===== src/rtl/cmd_arbiter.sv =====
// cmd_arbiter: shares the single cmd_proc command port between the UART host and the
// tour command sequencer. UART commands are queued in a small FIFO so the UART can keep
// streaming while the tour owns the port. Exactly one command is in flight at a time,
// from grant until send_resp, and the completion pulse is routed back to its issuer.
//
// Optional feature: define CMD_ARB_WATCHDOG_EN to add a WAIT_x timeout watchdog that
// forces IDLE after TMO_CYCLES and raises a sticky err flag.
//
// Ports
//   clk, rst_n                  clock, asynchronous active-low reset
//   cmd_UART / cmd_rdy_UART     UART command + valid (held until clr_rdy_UART)
//   clr_rdy_UART                1-cycle pulse: UART command written into the FIFO
//   cmd_TC / cmd_rdy_TC         tour command + valid (held until clr_rdy_TC)
//   clr_rdy_TC                  1-cycle pulse: tour command taken by cmd_proc
//   tour_lock                   blocks UART grants (FIFO keeps filling)
//   cmd / cmd_rdy               registered command + valid to cmd_proc
//   clr_cmd_rdy                 cmd_proc consumed cmd
//   send_resp                   cmd_proc finished the in-flight command
//   resp_UART / resp_TC         1-cycle completion pulses to the issuer
//   fifo_full                   UART FIFO holds FIFO_DEPTH entries
//   err                         sticky watchdog timeout (0 without the watchdog)
module cmd_arbiter #(
  parameter int FIFO_DEPTH = 4,
  parameter int TMO_CYCLES = 25000000
) (
  input  logic        clk,
  input  logic        rst_n,
  input  logic [15:0] cmd_UART,
  input  logic        cmd_rdy_UART,
  output logic        clr_rdy_UART,
  input  logic [15:0] cmd_TC,
  input  logic        cmd_rdy_TC,
  output logic        clr_rdy_TC,
  input  logic        tour_lock,
  output logic [15:0] cmd,
  output logic        cmd_rdy,
  input  logic        clr_cmd_rdy,
  input  logic        send_resp,
  output logic        resp_UART,
  output logic        resp_TC,
  output logic        fifo_full,
  output logic        err
);

  localparam int AW = $clog2(FIFO_DEPTH);

  if (FIFO_DEPTH < 2 || FIFO_DEPTH > 16 || (FIFO_DEPTH & (FIFO_DEPTH - 1)) != 0 ||
      TMO_CYCLES < 1) begin : g_bad_param
    $error("cmd_arbiter: unsupported FIFO_DEPTH/TMO_CYCLES");
  end

  typedef enum logic [2:0] {IDLE, GRANT_T, WAIT_T, GRANT_U, WAIT_U} state_t;
  state_t state;

  // ---------------- UART FIFO ----------------
  // Pointers carry one extra bit so full and empty differ on wrap-around.
  logic [AW:0]   wr_ptr, rd_ptr;
  logic [15:0]   mem [FIFO_DEPTH];
  logic [15:0]   fifo_head;
  logic          fifo_empty, push, pop;

  assign fifo_empty = (wr_ptr == rd_ptr);
  assign fifo_full  = (wr_ptr[AW] != rd_ptr[AW]) && (wr_ptr[AW-1:0] == rd_ptr[AW-1:0]);
  assign fifo_head  = mem[rd_ptr[AW-1:0]];

  // clr_rdy_UART gating stops a second push while the wrapper is still dropping its valid.
  // fifo_full is the pre-pop value, so a push to a full FIFO waits a cycle.
  assign push = cmd_rdy_UART && !fifo_full && !clr_rdy_UART;
  assign pop  = (state == GRANT_U) && cmd_rdy && clr_cmd_rdy;

  always_ff @(posedge clk or negedge rst_n) begin
    if (!rst_n) begin
      wr_ptr       <= '0;
      rd_ptr       <= '0;
      clr_rdy_UART <= 1'b0;
    end else begin
      clr_rdy_UART <= push;
      if (push) wr_ptr <= wr_ptr + 1'b1;
      if (pop)  rd_ptr <= rd_ptr + 1'b1;
    end
  end

  always_ff @(posedge clk) begin
    if (push) mem[wr_ptr[AW-1:0]] <= cmd_UART;
  end

  // ---------------- watchdog ----------------
  logic tmo;
`ifdef CMD_ARB_WATCHDOG_EN
  localparam int WD_W = $clog2(TMO_CYCLES + 1);
  logic [WD_W-1:0] wd_cnt;
  logic            in_wait, err_q;

  assign in_wait = (state == WAIT_T) || (state == WAIT_U);
  // A same-cycle send_resp wins over the timeout.
  assign tmo     = in_wait && !send_resp && (wd_cnt == WD_W'(TMO_CYCLES - 1));
  assign err     = err_q;

  always_ff @(posedge clk or negedge rst_n) begin
    if (!rst_n) begin
      wd_cnt <= '0;
      err_q  <= 1'b0;
    end else begin
      if (in_wait && !send_resp && !tmo) wd_cnt <= wd_cnt + 1'b1;
      else                               wd_cnt <= '0;
      if (tmo) err_q <= 1'b1;
    end
  end
`else
  assign tmo = 1'b0;
  assign err = 1'b0;
`endif

  // ---------------- arbitration FSM ----------------
  // hold blocks arbitration for the first IDLE cycle after a command ends, so a requester
  // still dropping its valid (e.g. after clr_rdy_TC) is not granted a second time.
  logic hold;

  always_ff @(posedge clk or negedge rst_n) begin
    if (!rst_n) begin
      state      <= IDLE;
      cmd        <= '0;
      cmd_rdy    <= 1'b0;
      clr_rdy_TC <= 1'b0;
      resp_UART  <= 1'b0;
      resp_TC    <= 1'b0;
      hold       <= 1'b0;
    end else begin
      clr_rdy_TC <= 1'b0;
      resp_UART  <= 1'b0;
      resp_TC    <= 1'b0;
      hold       <= 1'b0;
      unique case (state)
        IDLE: begin
          if (!hold) begin
            if (cmd_rdy_TC)                     state <= GRANT_T;
            else if (!fifo_empty && !tour_lock) state <= GRANT_U;
          end
        end
        GRANT_T, GRANT_U: begin
          // cmd_rdy is low only on the entry cycle: load the command then.
          if (!cmd_rdy) begin
            cmd     <= (state == GRANT_T) ? cmd_TC : fifo_head;
            cmd_rdy <= 1'b1;
          end else if (clr_cmd_rdy) begin
            cmd_rdy    <= 1'b0;
            clr_rdy_TC <= (state == GRANT_T);
            if (send_resp) begin
              state     <= IDLE;
              hold      <= 1'b1;
              resp_TC   <= (state == GRANT_T);
              resp_UART <= (state == GRANT_U);
            end else begin
              state <= (state == GRANT_T) ? WAIT_T : WAIT_U;
            end
          end
        end
        WAIT_T, WAIT_U: begin
          if (send_resp) begin
            state     <= IDLE;
            hold      <= 1'b1;
            resp_TC   <= (state == WAIT_T);
            resp_UART <= (state == WAIT_U);
          end else if (tmo) begin
            state <= IDLE;
            hold  <= 1'b1;
          end
        end
        default: state <= IDLE;
      endcase
    end
  end

endmodule


===== config.mk =====
export PLATFORM = sky130hd
export DESIGN_NAME = cmd_arbiter
export DESIGN_NICKNAME = d
export VERILOG_FILES = /design/src/rtl/cmd_arbiter.sv
export SDC_FILE = /design/constraint.sdc
export NUM_CORES = 1
export LEC_CHECK = 0
export CORE_ASPECT_RATIO = 0.7
export CORE_MARGIN = 1.5
export CORE_UTILIZATION = 45
export CTS_CLUSTER_SIZE = 8
export DETAILED_ROUTE_END_ITERATION = 8
export GPL_ROUTABILITY_DRIVEN = 1
export PLACE_DENSITY = 0.69
export SLEW_MARGIN = 10
export SYNTH_ARGS = -nofsm -noshare
export SYNTH_HDL_FRONTEND = slang
export SYNTH_SLANG_ARGS = --single-unit

===== constraint.sdc =====
create_clock -name clk -period 2.8 [get_ports clk]
set_input_delay 0.56 -clock clk [delete_from_list [all_inputs] [get_ports clk]]
set_output_delay 0.56 -clock clk [all_outputs]
set_load 0.01 [all_outputs]

==> results of run 1 <==
[cells in the final DEF (no fill, tap or decap), types with 6 or more instances in the layout]
cell	instances
a21oi_1	18
buf_4	8
clkbuf_16	9
clkdlybuf4s50_1	59
dfrtp_1	31
edfxtp_1	64
mux2i_1	16
mux4_1	6
mux4_2	10
nand2_1	8
nor2_1	20
[kinds of logic after synthesis]
family | count (synthesis) | share of synthesized area
buffers and inverters | 17 | 0.0222
xor gates and xnor gates | 8 | 0.0219
DFF | 95 | 0.694
and+or+nand+nor | 45 | 0.0538
other | 1 | 0.000965
muxes | 33 | 0.143
adders and majority gates | 5 | 0.0161
AOI/OAI and AO/OA | 29 | 0.0483
[stage by stage]
stage	util	hold WS [ns]	power (mW)	std cells	cell area (um^2)
after floorplan	-	0.264	3.26	233	3890
after global placement	0.548	0.479	3.88	394	4610
after global routing	0.582	0.352	5.32	410	4890
final	0.582	0.293	5.01	410	4890
after CTS	0.582	0.323	5.08	410	4890
after detailed placement	0.548	0.480	3.92	394	4610
[report_power, final]
group          total, mW  leakage [nW]  internal [mW]  switching, mW
Combinational       1.79         0.715          0.898          0.893
Clock               1.16         0.140          0.657          0.498
Sequential          2.07         0.945           1.90          0.167
[path summary, 6_finish.rpt]
| check | from | end | slack [ns] | cells past startpoint |
|---|---|---|---|---|
| min in group clk | rd_ptr[2]$_DFFE_PN0P_ | rd_ptr[2]$_DFFE_PN0P_ | 0.49 | 1 |
| min | rst_n | clr_rdy_UART$_DFF_PN0_ | 0.29 | 1 |
| max | wr_ptr[1]$_DFFE_PN0P_ | fifo_full | 0.40 | 3 |
| max reg2reg | wr_ptr[2]$_DFFE_PN0P_ | mem[2][10]$_DFFE_PP_ | 0.91 | 4 |
| max in group asynchronous | rst_n | cmd[2]$_DFFE_PN0P_ | 2.02 | 1 |
| min reg2reg | rd_ptr[2]$_DFFE_PN0P_ | rd_ptr[2]$_DFFE_PN0P_ | 0.49 | 1 |
[layer usage]
layer  up-vias  share of wire
met1      1047           0.46
met4         0          0.012
met2        59           0.47
met3         8          0.055
li1       1010              -
met5         -              0
[cell type report]
| class | instances | area [um^2] |
|---|---|---|
| fillers | 671 | 3510 |
| flip-flops and latches | 95 | 2700 |
| well taps | 105 | 131 |
| multi-input cells | 121 | 1100 |
| inverters | 5 | 18.8 |
| clock inverters | 3 | 26.3 |
| clock buffers | 13 | 260 |
| repair buffers | 68 | 656 |
[flip-flops by register name, indices dropped and copies added (netlist names)]
register      flops
wr_ptr            3
state             3
clr_rdy_UART      1
clr_rdy_TC        1
mem              64
rd_ptr            3
resp_TC           1
cmd              16
cmd_rdy           1
resp_UART         1
hold              1
[critical path, cell delays in order (launching register included)]
cell and delay [ns]:
dfrtp_1 0.42, xnor2_1 0.33, and3_1 0.22, clkdlybuf4s50_1 0.53
==> impl_metrics.yaml, run 1 <==
yosys:
  syn_nets: 277
  yosysTopAreaCell: "edfxtp_1"
  synthTopCellsByCount: "64 x edfxtp_1, 31 x dfrtp_1, 21 x nor2_1, 18 x a21oi_1, 16 x mux2i_1"
  synth_edf_count: 64
  synthFlopType: "edfxtp_1"
  syn-mean-instance-area_um2: 16.7
  synth_area_leaders: "edfxtp_1 49%, dfrtp_1 20%, mux4_2 5.8%, mux2i_1 4.1%, mux4_1 4.1%"
  ys.warnings.count: 0
  ys_ff_latch: 95
  synth_top_area_share: 0.495
  yosysSeqAreaShare: 0.694
  synthDistinctLibCells: 37
  synth_async_sr_flop_share: 0.326
  synth_cells: 233
  yosysMostFrequentCell: "edfxtp_1"
  synth_area_um2: 3890
pwr:
  powerDensity_nw_per_um2: 1020
  ir_worst_vdd_uv: 366
  leakagePower_nw: 1.80
floorplan:
  start_util: 0.462
  io_pins: 62
  rows: 28
  dieArea_um2: 9210
  fp.dieH_um: 80.8
  dieWidth_um: 114
  core-area_um2: 8410
worst_setup_path:
  setup.worst_path.end_class: "output pin"
  cp_data_arrival_time_ns: 1.84
  path_class: "reg -> out"
  cp-start-kind: "register"
  cp_max_fo: 4
  required_ns: 2.24
placement:
  dp_hpwl_um: 4630
  numPortBuffers: 60
  place_congestion: 0.800
  dpl_worst_slack_ns: 0.546
sta:
  rsz0062_at_grt: "no"
  fmax_ghz: 0.418
  maxSlewViolCount: 0
  tightest_slew_ns: 0.762
  skew_ns: 0.00608
  setup_viol: 0
  timing.setup.tns_ns: 0
  maxSlewHeadroom: 0.492
  setup_ws_ns: 0.405
  min_period_ns: 2.40
  final_hold_viol_count: 0
  final.period_utilization: 0.855
clock_network:
  cts_max_path_buffers: 2
  cts_root_buf: "clkbuf_16"
  ctsHtreeMaxLevel: 3
  post_cts_buffers: 0
  postCtsResizedCells: 0
  clk_pin_slew_ns: 0.06
  cts_tree: "built"
  cts_buffers: 9
  hold_buffers: 0
  clock-sinks: 95
  clock_latency_ns: 0.34
cells_and_area:
  areaGrowthSynthToFinish_pct: 25.9
  post_route_cells_drive_above_1_share: 0.131
  diodes: 0
  finalNetCount: 344
global_routing:
  grt.busiest_layer: "met2"
  grt_usage: 0.169
  grt_antenna_before_repair: 0
  met3_usage: 0.0545
  grt_overflow: 0
  grt_max_degree: 33
  grt_use_met1: 0.225
  grt.met2_usage: 0.262
  grt_pass1_vias: 2150
  grt_pass1_wl_um: 11200
routing:
  detail-route-antenna-nets: 0
  vias: 2124
  drt_iter0_drc: 191
  drt_pass1_iterations: 4
  wl_per_cell_um: 17.1
  vias_per_cell: 5.18
  drc: 0
  wl_um: 7010
run:
  cap_violations: 0
run_status:
  status: "finished, final reports clean"
hold_path:
  hp-class: "in -> async"
No activity file was read; power rests on OpenSTA's default activity.
==> run 2: changes to the inputs <==
GPL_TIMING_DRIVEN = 0   (was default)
PLACE_DENSITY = 0.8   (was 0.69)
clock period = 2.9 ns   (was 2.8 ns; I/O delays follow)
==> run 2 against run 1 <==
  * Combinational power about the same
  * Core utilization up 0.19 points
  * Critical endpoint unchanged
  * Critical path type unchanged
  * Register-to-register slack got worse by 0.36 ns
  * Power down 1.3%
  * Sequential power fell by 3%
  * Highest routed layer unchanged
  * Clock skew shrank 0.0022 ns
  * Non-clock buffer count rose by 4
  * Wire length rose by 7.0%
  * Largest cell class unchanged
==> impl_metrics.yaml, run 2 (same netlist as run 1, synthesis figures left out) <==
pwr:
  power.share.combinational: 0.362
  ir_worst_vdd_uv: 430
  fin_total_pwr_mw: 4.95
  switching_share: 0.318
  leakagePower_nw: 1.81
  powerDensity_nw_per_um2: 1010
  switching_power_mw: 1.57
  internal_power_mw: 3.37
  power_frac_clock: 0.234
  seqPwrFrac: 0.404
run:
  cap_violations: 0
clock_network:
  cts_tree: "built"
  post_cts_buffers: 0
  postCtsResizedCells: 0
  clock-sinks: 95
  ctsHtreeMaxLevel: 3
  cts_root_buf: "clkbuf_16"
  clk_pin_slew_ns: 0.06
  cts_max_path_buffers: 2
  hold_buffers: 0
  clock_latency_ns: 0.33
  cts_buffers: 9
global_routing:
  grt_overflow: 0
  grt_pass1_wl_um: 11800
  grt_pass1_vias: 2209
  grt_antenna_before_repair: 0
  grt_usage: 0.178
  grt_max_degree: 32
floorplan:
  dieWidth_um: 114
  dieArea_um2: 9210
  start_util: 0.462
  rows: 28
  core-area_um2: 8410
  fp.dieH_um: 80.8
  io_pins: 62
hold_path:
  hp-class: "in -> async"
placement:
  numPortBuffers: 60
  place_congestion: 0.789
  dpl_worst_slack_ns: 0.200
  dp_hpwl_um: 4930
  placed_area_um2: 4610
  post-place-cells: 398
cells_and_area:
  post_route_cells_drive_above_1_share: 0.126
  diodes: 0
  largest_reg_flops: 64
  finalNetCount: 348
  final_cell_mix: "64 x edfxtp_1, 59 x clkdlybuf4s50_1, 31 x dfrtp_1, 21 x nor2_1, 18 x a21oi_1"
  areaGrowthSynthToFinish_pct: 26.4
  final_common_cell: "edfxtp_1"
  fin_cells: 414
  final_core_util: 0.584
  design_area_um2: 4910
sta:
  timing.setup.tns_ns: 0
  maxSlewHeadroom: 0.385
  rsz0062_at_grt: "no"
  min_period_ns: 2.60
  setup_viol: 0
  fmax_ghz: 0.384
  maxSlewViolCount: 0
  final.period_utilization: 0.898
  whs_ns: 0.303
  skew_ns: 0.00392
  setup_ws_ns: 0.295
  final_hold_viol_count: 0
  tightest_slew_ns: 0.923
worst_setup_path:
  timing.rr.end: "mem[0][14]$_DFFE_PP_"
  setup.worst_path.end_class: "output pin"
  cp_max_fo: 9
  required_ns: 2.32
  cp_data_arrival_time_ns: 2.02
  cp-start-kind: "register"
  reg2reg_slack_ns: 0.55
  path_class: "reg -> out"
  r2r-start: "rd_ptr[0]$_DFFE_PN0P_"
  r2r_cells: 4
routing:
  vias: 2191
  detail-route-antenna-nets: 0
  drt_iter0_drc: 200
  vias_per_cell: 5.29
  drt_pass1_iterations: 4
  wl_um: 7500
  wl_per_cell_um: 18.1
  drc: 0
run_status:
  status: "finished, final reports clean"
## run 2: changes by cell type in the layout (fill, tap and decap cells not counted), sizes merged
cell	delta
clkinvlp	+1
clkinv	+1
bufinv	+1
buf	-1
clkbuf	+2
## run 2: layout make-up
type / instances / area (um^2)
Fill cell: 635 / 3500
Sequential cell: 95 / 2700
Multi-Input combinational cell: 121 / 1100
Timing Repair Buffer: 60 / 596
Clock buffer: 10 / 229
Tap cell: 105 / 131
Clock inverter: 6 / 68.8
Buffer: 12 / 67.6
Inverter: 5 / 18.8
## run 2: worst max path at each step
stage / endpoint / cells past startpoint / from
final: fifo_full / 4 / rd_ptr[1]$_DFFE_PN0P_
after global routing: fifo_full / 4 / rd_ptr[1]$_DFFE_PN0P_
after global placement: mem[1][11]$_DFFE_PP_ / 4 / cmd_rdy_UART
after CTS: fifo_full / 4 / rd_ptr[1]$_DFFE_PN0P_
after floorplan: mem[0][0]$_DFFE_PP_ / 4 / rd_ptr[0]$_DFFE_PN0P_
after detailed placement: mem[1][0]$_DFFE_PP_ / 4 / cmd_rdy_UART
## run 2: power by group through the flow
stage	clock (mW)	combinational, mW	sequential, mW
after floorplan	0	1.09	2.05
after global placement	0	1.76	2.01
after detailed placement	0	1.81	2.02
after CTS	1.18	1.81	2.00
after global routing	1.24	1.96	2.03
final	1.16	1.79	2.00
## run 2: metal layers
| metal | part of all wire | up-vias | routed length (um) | track usage |
|---|---|---|---|---|
| met5 | 0 | - | 0 | 0 |
| li1 | - | 1021 | - | - |
| met4 | 0.014 | 0 | 107 | 0.0600 |
| met2 | 0.49 | 61 | 3650 | 0.286 |
| met3 | 0.058 | 10 | 432 | 0.0567 |
| met1 | 0.44 | 1099 | 3310 | 0.232 |
## run 2: worst max-delay path, stage by stage (launching register included)
cell,delay (ns)
dfrtp_1,0.38
buf_4,0.18
xnor2_1,0.37
and3_1,0.22
clkdlybuf4s50_1,0.54
